`src/rtl/led_seq_pkg.sv`:
```
// Shared constants and helpers for the LED button sequencer.
// Mode encoding, fixed patterns and the per-mode LED mapping.
package led_seq_pkg;

  localparam int LED_W = 6;
  localparam int BTN_W = 3;

  localparam logic [1:0] MODE_OFF    = 2'd0;
  localparam logic [1:0] MODE_STATIC = 2'd1;
  localparam logic [1:0] MODE_CHASE  = 2'd2;
  localparam logic [1:0] MODE_BLINK  = 2'd3;

  localparam logic DIR_LEFT  = 1'b0;
  localparam logic DIR_RIGHT = 1'b1;

  localparam logic [LED_W-1:0] STATIC_PATTERN = 6'b101010;
  localparam logic [LED_W-1:0] CHASE_SEED     = 6'b000001;

  function automatic logic [LED_W-1:0] led_pattern(
    input logic [1:0]       m,
    input logic [LED_W-1:0] pos,
    input logic             phase
  );
    logic [LED_W-1:0] p;
    p = '0;
    unique case (m)
      MODE_OFF:    p = '0;
      MODE_STATIC: p = STATIC_PATTERN;
      MODE_CHASE:  p = pos;
      MODE_BLINK:  p = {LED_W{phase}};
      default:     p = '0;
    endcase
    return p;
  endfunction

  function automatic logic [LED_W-1:0] rotate(
    input logic [LED_W-1:0] pos,
    input logic             dir
  );
    return (dir == DIR_RIGHT) ? {pos[0], pos[LED_W-1:1]}
                              : {pos[LED_W-2:0], pos[LED_W-1]};
  endfunction

endpackage

```
`src/rtl/btn_debounce.sv`:
```
// Two-flop synchroniser, stable-level debouncer and press detector
// for one raw, asynchronous, active-high button.
module btn_debounce
  import led_seq_pkg::*;
#(
  parameter int DEBOUNCE_CYCLES = 12000
) (
  input  logic clk,
  input  logic rst,
  input  logic din,
  output logic level,
  output logic press
);

  localparam int CW = (DEBOUNCE_CYCLES > 2)
                    ? $clog2(DEBOUNCE_CYCLES) : 1;
  localparam logic [CW-1:0] CLAST = CW'(DEBOUNCE_CYCLES - 1);

  logic          sync1;
  logic          sync2;
  logic [CW-1:0] cnt;

  always_ff @(posedge clk) begin
    if (rst) begin
      sync1 <= 1'b0;
      sync2 <= 1'b0;
      level <= 1'b0;
      cnt   <= '0;
      press <= 1'b0;
    end else begin
      sync1 <= din;
      sync2 <= sync1;
      press <= 1'b0;
      if (sync2 != level) begin
        if (cnt == CLAST) begin
          level <= sync2;
          cnt   <= '0;
          // only a settled rising level counts as a press
          press <= sync2;
        end else begin
          cnt <= cnt + 1'b1;
        end
      end else begin
        cnt <= '0;
      end
    end
  end

endmodule

```
`src/rtl/led_button_sequencer.sv`:
```
// Button-driven LED sequencer: debounced press events drive a mode FSM,
// a step prescaler and the static / chase / blink pattern generator.
module led_button_sequencer
  import led_seq_pkg::*;
#(
  parameter int DEBOUNCE_CYCLES = 12000,
  parameter int STEP_CYCLES     = 1200000
) (
  input  logic             clk,
  input  logic             rst,
  input  logic [BTN_W-1:0] btn,
  output logic [LED_W-1:0] led,
  output logic [1:0]       mode,
  output logic             step_tick
);

  localparam int PW = (STEP_CYCLES > 2)
                    ? $clog2(STEP_CYCLES) : 1;
  localparam logic [PW-1:0] PLAST = PW'(STEP_CYCLES - 1);

  logic [BTN_W-1:0] level;
  logic [BTN_W-1:0] press;
  logic [BTN_W-1:0] ev;

  for (genvar i = 0; i < BTN_W; i++) begin : g_btn
    btn_debounce #(
      .DEBOUNCE_CYCLES(DEBOUNCE_CYCLES)
    ) u_db (
      .clk  (clk),
      .rst  (rst),
      .din  (btn[i]),
      .level(level[i]),
      .press(press[i])
    );
  end

  assign ev = press & level;

  logic             running;
  logic             dir;
  logic [LED_W-1:0] pos;
  logic             phase;
  logic [PW-1:0]    presc;

  logic [1:0]       mode_n;
  logic             running_n;
  logic             dir_n;
  logic [LED_W-1:0] pos_n;
  logic             phase_n;
  logic [PW-1:0]    presc_n;
  logic             tick_n;
  logic             active;

  assign active = running & mode[1];

  always_comb begin
    mode_n    = mode;
    running_n = running ^ ev[1];
    dir_n     = dir ^ ev[2];
    pos_n     = pos;
    phase_n   = phase;
    presc_n   = presc;
    tick_n    = 1'b0;
    if (ev[0]) begin
      // a mode change restarts the pattern from its seed
      mode_n  = mode + 2'd1;
      pos_n   = CHASE_SEED;
      phase_n = 1'b1;
      presc_n = '0;
    end else if (!mode[1]) begin
      presc_n = '0;
    end else if (active) begin
      if (presc == PLAST) begin
        presc_n = '0;
        tick_n  = 1'b1;
        if (mode == MODE_CHASE) begin
          pos_n = rotate(pos, dir);
        end else begin
          phase_n = ~phase;
        end
      end else begin
        presc_n = presc + 1'b1;
      end
    end
  end

  always_ff @(posedge clk) begin
    if (rst) begin
      mode      <= MODE_OFF;
      running   <= 1'b1;
      dir       <= DIR_LEFT;
      pos       <= CHASE_SEED;
      phase     <= 1'b1;
      presc     <= '0;
      step_tick <= 1'b0;
      led       <= '0;
    end else begin
      mode      <= mode_n;
      running   <= running_n;
      dir       <= dir_n;
      pos       <= pos_n;
      phase     <= phase_n;
      presc     <= presc_n;
      step_tick <= tick_n;
      led       <= led_pattern(mode_n, pos_n, phase_n);
    end
  end

endmodule

```
`config.mk`:
```
export PLATFORM = sky130hd
export DESIGN_NAME = led_button_sequencer
export DESIGN_NICKNAME = d
export VERILOG_FILES = /design/src/rtl/led_seq_pkg.sv /design/src/rtl/btn_debounce.sv /design/src/rtl/led_button_sequencer.sv
export SDC_FILE = /design/constraint.sdc
export NUM_CORES = 1
export LEC_CHECK = 0
export BUFFER_PORTS_ARGS = -buffer_cell sky130_fd_sc_hd__buf_4
export CORE_MARGIN = 2
export CORE_UTILIZATION = 40
export DETAILED_ROUTE_END_ITERATION = 6
export GPL_TIMING_DRIVEN = 0
export HOLD_SLACK_MARGIN = 0.1
export MAX_ROUTING_LAYER = met4
export PLACE_DENSITY = 0.53
export SYNTH_ARGS = -nofsm -noshare
export SYNTH_HDL_FRONTEND = slang
export SYNTH_SLANG_ARGS = --single-unit
```
`constraint.sdc`:
```
create_clock -name clk -period 2.2 [get_ports clk]
set_input_delay 0.44 -clock clk [delete_from_list [all_inputs] [get_ports clk]]
set_output_delay 0.44 -clock clk [all_outputs]
set_load 0.03 [all_outputs]
```
# [After elaboration in Yosys (flattened, before gate mapping)]
# Cells that the tools add are included.
[totals] ff_bits=93 input_bits=5 elab_cells=79
[op_classes] add_sub_neg=5 n_mux=15 eq_ne=11 n_reduce_logical=12 n_bitwise=13
[ops] op="adder 14 x 1 -> 14 bit (second input constant)" n=3
[ops] op="== test 14 bit (second input constant)" n=3
[ops] op="2-to-1 mux 6 bit" n=6
[ops] op="one-hot mux 6 bit (4 select lines)" n=1
[ops] op="adder 21 x 1 -> 21 bit (second input constant)" n=1
[ops] op="== test 21 bit (second input constant)" n=1
[ops] op="2-to-1 mux 21 bit" n=1
[ops] op="OR reduction 3 bit" n=7
[ops] op="NOT 1 bit" n=9
[ops] op="== test 2 bit (second input constant)" n=3
[ops] op="2-to-1 mux 1 bit" n=6
[ops] op="AND reduction 2 bit" n=3
[ops] op="OR reduction 4 bit" n=1
[ops] op="AND 3 bit" n=1
[ops] op="!= test 1 bit" n=3
[ops] op="adder 2 x 1 -> 2 bit (second input constant)" n=1
[ops] op="== test 2 x 1 -> 1 bit (second input constant)" n=1
[ops] op="zero test 2 bit" n=1
[ops] op="2-to-1 mux 2 bit" n=1
[ops] op="XOR 1 bit" n=2
[ops] op="AND 1 bit" n=1

# [Depth between registers and ports, before layout]
# Gate-level depths: netlist of the first run.
[depth] word_depth=7 mapped_depth=7 ltp_nobuf=6

# [Cells and area by module]
# Synthesis of the first run repeated with hierarchy kept, for this count alone.
[hier_totals] hier_cells=434 hier_area_um2=4135.2
[by_module_without_submodules] module="btn_debounce" seq_area_each_um2=360.3 n_inst=3 area_each_um2=745.7 cells_each=76
[by_module_without_submodules] module="led_button_sequencer" seq_area_each_um2=780.7 n_inst=1 area_each_um2=1898.1 cells_each=206

# [Least setup slack after synthesis of the first run]
# Ideal clock, no wire load.
[synth_path] path_type="register to register" from="register mode[0]" to="register led[1]" setup_time_ns=0.129 n_path_buf=0 t_arrival_ns=2.056 stages_incl_launch_ff=7 required_time_ns=2.071 slack_ns=0.015 synth_period_minus_slack_ns=2.185 cell_sequence="dfxtp_1 > inv_1 > ha_1 > or4_1 > o21a_1 > o31ai_2 > o21ai_1"
[synth_via] elab_chain_cells=7 word_cells_on_any_way=18 cone_classes="1 x add/sub; 4 x eq/ne; 12 x mux; 1 x reduce/logical"
[synth_lines] element="from (decl)" line_no="led_button_sequencer.sv:13" source="output logic [1:0] mode,"
[synth_lines] element="from (signal assigned)" line_no="led_button_sequencer.sv:98" source="mode <= mode_n;"
[synth_lines] element="== test 2 bit" line_no="led_button_sequencer.sv:76" source="if (mode == MODE_CHASE) begin"
[synth_lines] element="2-to-1 mux 1 bit or 2-to-1 mux 6 bit (tied branches)" line_no="led_button_sequencer.sv:76"
[synth_lines] element="2-to-1 mux 1 bit or 2-to-1 mux 6 bit (tied branches)" line_no="led_button_sequencer.sv:73" source="if (presc == PLAST) begin"
[synth_lines] element="2-to-1 mux 1 bit or 2-to-1 mux 6 bit (tied branches)" line_no="led_button_sequencer.sv:72" source="end else if (active) begin"
[synth_lines] element="2-to-1 mux 1 bit or 2-to-1 mux 6 bit (tied branches)" line_no="led_button_sequencer.sv:70" source="end else if (!mode[1]) begin"
[synth_lines] element="2-to-1 mux 1 bit or 2-to-1 mux 6 bit (tied branches)" line_no="led_button_sequencer.sv:64" source="if (ev[0]) begin"
[synth_lines] element="one-hot mux 6 bit (4 select lines) (*)" line_no="led_seq_pkg.sv:26" source="unique case (m)"
[synth_lines] element="to (signal assigned)" line_no="led_button_sequencer.sv:105" source="led <= led_pattern(mode_n, pos_n, phase_n);"
[synth_lines] element="to (decl)" line_no="led_button_sequencer.sv:12" source="output logic [LED_W-1:0] led,"
# Mark *: on every way between the ends. The rest lies on a longest branch, timed or not.
# A chain may end at the register's enable or synchronous reset.

# [Worst setup path after layout of the first run]
[layout_path] from="register mode[0]" to="register led[5]"
# The elaborated chain is that of the path after synthesis.

==> results of run 1 <==
how the worst max path moves through the flow:
stage | startpoint | slack (ns) | cells after the start | end
final | mode[0] | 0.05 | 6 | led[5]
after global routing | mode[0] | -0.08 | 6 | led[5]
after CTS | g_btn[1].u_db.cnt[0] | 0.008 | 7 | g_btn[1].u_db.cnt[7]
after detailed placement | mode[1] | -0.05 | 6 | led[5]
after global placement | g_btn[0].u_db.cnt[0] | -0.04 | 6 | g_btn[0].u_db.cnt[10]
after floorplan | mode[0] | 0.02 | 6 | led[1]
area by class of cell:
type                            instances  area (sq um)
Buffer                                 11          51.3
Multi-Input combinational cell        324          2070
Sequential cell                        93          1860
Clock inverter                          5          75.1
Timing Repair Buffer                   19           143
Clock buffer                           10           138
Tap cell                              133           166
Fill cell                             969          5190
Inverter                               10          37.5
power groups by stage:
stage | sequential [mW] | combinational (mW) | clock [mW]
after floorplan | 1.73 | 0.0205 | 0
after global placement | 1.73 | 0.0346 | 0
after detailed placement | 1.73 | 0.0345 | 0
after CTS | 1.69 | 0.0347 | 1.28
after global routing | 1.69 | 0.0380 | 1.34
final | 1.69 | 0.0331 | 1.23
worst max-delay path: cells and delay by family (launching register included):
family	cells	cell delay, ns
buffers and inverters	1	0.10
AND/OR/NAND/NOR	1	0.61
AO/OA/AOI/OAI	3	0.67
flip-flops	1	0.42
adder cells (fa/ha/maj)	1	0.24
synth_stat cells (all sizes together):
cell type and number:
a211o 1, a21oi 2, a31oi 1, and2 2, and3 6, and4 7, buf 4, clkbuf 8
dfxtp 93, ha 5, inv 10, mux2 5, mux2i 9, nand2 31, nand2b 4, nand3 22
nand4 19, nand4b 2, nand4bb 1, nor2 88, nor2b 7, nor3 13, nor3b 1, nor4 12
nor4b 3, nor4bb 1, o21a 2, o21ai 6, o21bai 1, o221ai 1, o22ai 1, o31ai 1
or2 1, or3 4, or4 4, xnor2 32, xor2 29
layer usage:
| metal | track usage [%] | vias to the layer above | wire length, um |
|---|---|---|---|
| met5 | - | - | 0 |
| met2 | 20.3 | 29 | 2970 |
| met1 | 19.7 | 1335 | 3730 |
| met4 | 8.69 | 0 | 182 |
| met3 | 2.69 | 10 | 180 |
| li1 | - | 1556 | - |
cell families (layout without fill, tap and decap cells):
| family | count (synthesis) | count (layout) | share of synthesized area (%) |
|---|---|---|---|
| buf+inv | 22 | 55 | 2.32 |
| simple gates | 228 | 228 | 29.8 |
| mux | 14 | 14 | 3.66 |
| flops | 93 | 93 | 46.6 |
| compound gates | 16 | 16 | 2.63 |
| fa+ha+maj | 5 | 5 | 1.57 |
| xor+xnor | 61 | 61 | 13.4 |
timing repair:
action / CTS / global route
endpoints found under the setup margin: 15 / 51
gates resized for setup: 2 / 3
pin swaps: 1 / 3
buffers inserted: 1 / 5
flip-flops by register name (all words and copies together) (netlist names), 2 cells and up:
register and count:
g_btn.u_db.cnt 42, g_btn.u_db.level 3, g_btn.u_db.press 3, g_btn.u_db.sync1 3, g_btn.u_db.sync2 3, led 6
mode 2, pos 6, presc 21
stage by stage:
| step | instance area [sq um] | cells |
|---|---|---|
| 3_5_place_dp | 4260 | 585 |
| 3_3_place_gp | 4260 | 585 |
| 5_1_grt | 4540 | 605 |
| 2_1_floorplan | 4000 | 439 |
| 4_1_cts | 4490 | 601 |
| 6_report | 4540 | 605 |
==> qor.txt, run 1 <==
Clock Tree Buf Depth - 2
R2r endpoint - led[5]
Via count - 2930
Worst-case hold path end point - g_btn[0].u_db.sync1
Clock slew at reported path FFs - 0.09 ns
Placer Congestion - 0.781
Library cells used by synthesis - 44
Area Overhead vs Synth - 13.7%
Sequential share of the synthesized area - 46.6%
Core footprint - 9730 sq um
Net Switching - 0.597 mW
Die height - 104 um
Htree depth - 3
DR pass1 iterations - 4
Cell type with the highest aggregate area in the netlist - dfxtp_1
Critical Path Sink Type - flop
CP max FO - 8
Fin Setup TNS - 0 ns
Share of layout cells above drive strength 1 - 12.1%
Hold WS - 0.284 ns
Chip width - 104 um
Inserted Diodes - 0
Syn Nets - 449
TritonCTS clock tree - done
Worst Setup Start Kind - flop
Number of DRC markers in iteration 0 - 80
Root buffer cell - clkbuf_8
Net Sw Frac - 20.2%
Fraction of the cycle the final worst path needs - 97.6%
Pleak - 1.49 nW
IO Port Bufs - 13
CTS Hold Bufs - 0
Wire length per cell - 11.7 um
Slew @ Worst Pin - 0.502 ns
Seq pwr share - 57.2%
Synth Register Bits - 93
Final setup vio count - 0
Initial Util - 41.1%
DRC - 0
Status - finished, final reports clean
HP Class - in2reg
Crit path DAT - 2.39 ns
Max-cap violations - 0
Clock power share - 41.7%
Combinational Power Share - 1.1%
Leading cell type in the layout, fill and taps excluded - dfxtp_1
PD cells - 651 nW/um^2
Synth warn - 0
Final hold violation count - 0
DRT Wirelength - 7.07 mm
WS Path Type - reg2reg
GRT Total Usage - 14.6%
Power Total - 2.96 mW
Mapped cell area - 4000 sq um
Antenna violations before repair - 0
Clk_skew - 0.00564 ns
Num CTS Buffers - 9
Crit path cell chain - inv_1 > ha_1 > or4_1 > o21a_1 > o31ai_2 > o21ai_1
Final antenna-violating net count - 0
R2R cell count - 6
Largest net degree at the start of global routing - 15
Worst hold path depth - 2
Most frequent cells in the layout - dfxtp_1, nor2_1, xnor2_1, nand2_1, xor2_1
Worst path required time - 2.44 ns
CP max stage cell - or4_1
Reg2reg setup slack - 0.05 ns
First-pass GRT wire length - 12.5 mm
CP peak stage delay - 0.61 ns
Clock sinks - 93
Fmax - 466 MHz
Setup WS pre-CTS - -0.0481 ns
Vias in the first global route - 2740
Fin. max-slew vios - 0
Clk_lat worst skew - 0.36 ns
Final nets - 478
VDD IR-drop max - 0.000240 V
Cells after Synth - 439
Die ar. - 10800 sq um
Final core utilization - 46.7%
Internal - 2.36 mW
Final WS setup - 0.0521 ns
Num ports - 14
Avg Cell Area, Syn - 9.10 sq um
Crit Reg-Reg Startpoint - mode[0]
Placement row count - 36
RSZ-0062 raised after global routing - yes
Top post-synthesis cells by area - dfxtp_1, nor2_1, xnor2_1
Total grt overflow - 0
Via/cell ratio - 4.84
Period minus WS final - 2.15 ns
DP HPWL - 5.00 mm
Relative slew slack - 66.2%
Yosys top cell area share - 46.6%
Worst hold path startpoint - btn[0]
Note: power is estimated with default switching activity, not from simulation.
==> run 2, diff against run 1 <==
GPL_TIMING_DRIVEN = not set   (was 0)
TNS_END_PERCENT = 50   (was not set)
==> run 2 against run 1 <==
  * Combinational power shrank 8.8%
  * Utilization down 0.28 points
  * Global-route usage about the same
  * Critical endpoint is now presc[2]
  * Clock power fell by 9%
  * Clock skew is 0.0022 ns higher
  * Largest cell class unchanged
  * Via count grew 0.24%
  * Final area decreased by 0.61%
  * Sequential power hardly changed
  * Fmax rose by 3.0%
  * Count of clock-buffer cells in the layout unchanged
  * Routed wire length rose by 0.37%
  * Die area is the same
==> qor.txt, run 2 (synthesized netlist as in run 1, its figures left out) <==
Status - finished, final reports clean
Net Sw Frac - 21.9% (+1.7 points)
Clk_skew - 0.00783 ns (+0.00219 ns)
Crit path cell chain - nor4b_2 > nand4_2 > or4_4 > nand3_1 > buf_12 > nor2_1
Combinational Power Share - 1.1% (about the same)
Fin Setup TNS - 0 ns (unchanged)
Inserted Diodes - 0 (unchanged)
Max-cap violations - 0 (unchanged)
Area Overhead vs Synth - 13.0%
Slew @ Worst Pin - 0.465 ns (-0.0365 ns)
Post-CTS setup buffer count - 0 (-1)
GRT Total Usage - 14.6% (+0.017 points)
Chip width - 104 um (unchanged)
Worst path required time - 2.45 ns (about the same)
WS Path Type - reg2reg
Via count - 2937 (+0.24%)
Vias in the first global route - 2822 (+3.0%)
Post-CTS sizing - 0 (-2)
Root buffer cell - clkbuf_8
Top flop regs - g_btn.u_db.cnt (42), presc (21)
Die ar. - 10800 sq um (unchanged)
Clock power share - 39.5% (-2.2 points)
Seq pwr share - 59.5% (+2.3 points)
DRC - 0 (unchanged)
Net Switching - 0.622 mW (+4.2%)
CP max stage cell - or4_4
Critical Path Sink Type - flop
Largest net degree at the start of global routing - 25 (+10)
Htree depth - 3 (unchanged)
First-pass GRT wire length - 12.7 mm (+1.5%)
Period minus WS final - 2.09 ns (-0.0619 ns)
CP peak stage delay - 0.62 ns (about the same)
Placement row count - 36 (unchanged)
Final antenna-violating net count - 0 (unchanged)
Fmax - 479 MHz (+3.0%)
Wire length per cell - 11.8 um (+0.70%)
Number of DRC markers in iteration 0 - 96 (+20%)
Clock sinks - 93 (unchanged)
Reg with most FFs - g_btn.u_db.cnt
Internal - 2.22 mW (-5.8%)
Num CTS Buffers - 9 (unchanged)
TritonCTS clock tree - done
Crit path DAT - 2.34 ns (-0.05 ns)
DR pass1 iterations - 6 (+2)
Final hold violation count - 0 (unchanged)
Share of layout cells above drive strength 1 - 12.1% (+0.051 points)
Clock Tree Buf Depth - 2 (unchanged)
Final setup vio count - 0 (unchanged)
Relative slew slack - 68.7% (+2.5 points)
Antenna violations before repair - 0 (unchanged)
Hold WS - 0.294 ns (+0.0103 ns)
Pleak - 1.48 nW (-0.94%)
Fraction of the cycle the final worst path needs - 94.8% (-2.8 points)
RSZ-0062 raised after global routing - no
Via/cell ratio - 4.87 (+0.57%)
HP Class - in2reg
DP HPWL - 4.98 mm (-0.43%)
Leading cell type in the layout, fill and taps excluded - dfxtp_1
Max reg flops - 42 (unchanged)
Most frequent cells in the layout - dfxtp_1, nor2_1, xnor2_1, nand2_1, xor2_1
Num ports - 14 (unchanged)
PD cells - 631 nW/um^2 (-3.2%)
Total grt overflow - 0 (unchanged)
Power Total - 2.85 mW (-3.8%)
Placer Congestion - 0.790 (+1.2%)
Worst Setup Start Kind - flop
Clk_lat worst skew - 0.36 ns (about the same)
Initial Util - 41.1% (unchanged)
Final nets - 475 (-0.63%)
Die height - 104 um (unchanged)
Core footprint - 9730 sq um (unchanged)
IO Port Bufs - 13 (unchanged)
VDD IR-drop max - 0.000381 V (+59%)
CP max FO - 21 (+13)
Fin. max-slew vios - 0 (unchanged)
DRT Wirelength - 7.10 mm (+0.37%)
Clock slew at reported path FFs - 0.09 ns (about the same)
[run 2: area by class of cell]
type | count | area [sq um]
inverters | 10 | 37.5
repair buffers | 27 | 215
flip-flops and latches | 93 | 1860
fillers | 962 | 5220
clock inverters | 6 | 63.8
well taps | 133 | 166
clock buffers | 10 | 128
multi-input cells | 324 | 2040
[run 2: critical path: cells and delay by family (launching register included)]
kind                   cells  cell delay, ns
AND/OR/NAND/NOR            5            1.44
buffers and inverters      1            0.17
flip-flops                 1            0.37
[run 2: layer usage]
layer  part of all wire (%)  track usage [%]
met2                     43             21.6
met4                    1.4             6.18
met1                     53             19.2
met3                    3.0             3.57
met5                      0                -
[run 2: repair_timing]
action	CTS	global route
endpoints found under the hold margin	0	0
hold buffers	0	0
setup endpoints to repair	0	11
[run 2: stage by stage]
step                      cell area, sq um  util [%]  setup slack (ns)  instances
after floorplan                       4000         -            0.0155        439
after global placement                4320      44.4             0.161        587
after detailed placement              4320      44.4             0.114        587
after CTS                             4510      46.4            0.0811        603
after global routing                  4510      46.4           0.00660        603
final                                 4510      46.4             0.114        603
[run 2: path summary, 6_finish.rpt]
path | startpoint | end | slack [ns] | depth (start not counted)
worst max-delay path | presc[15] | presc[2] | 0.11 | 6
worst min-delay path | btn[1] | g_btn[1].u_db.sync1 | 0.29 | 2
worst max register to register | presc[15] | presc[2] | 0.11 | 6
worst min register to register | g_btn[2].u_db.sync1 | g_btn[2].u_db.sync2 | 0.44 | 1
[run 2: power by group through the flow]
stage,clock [mW],combinational (mW),sequential [mW]
global placement,0,0.0310,1.73
global route,1.24,0.0342,1.69
CTS,1.17,0.0310,1.69
detailed placement,0,0.0309,1.73
finish,1.12,0.0302,1.69
floorplan,0,0.0205,1.73
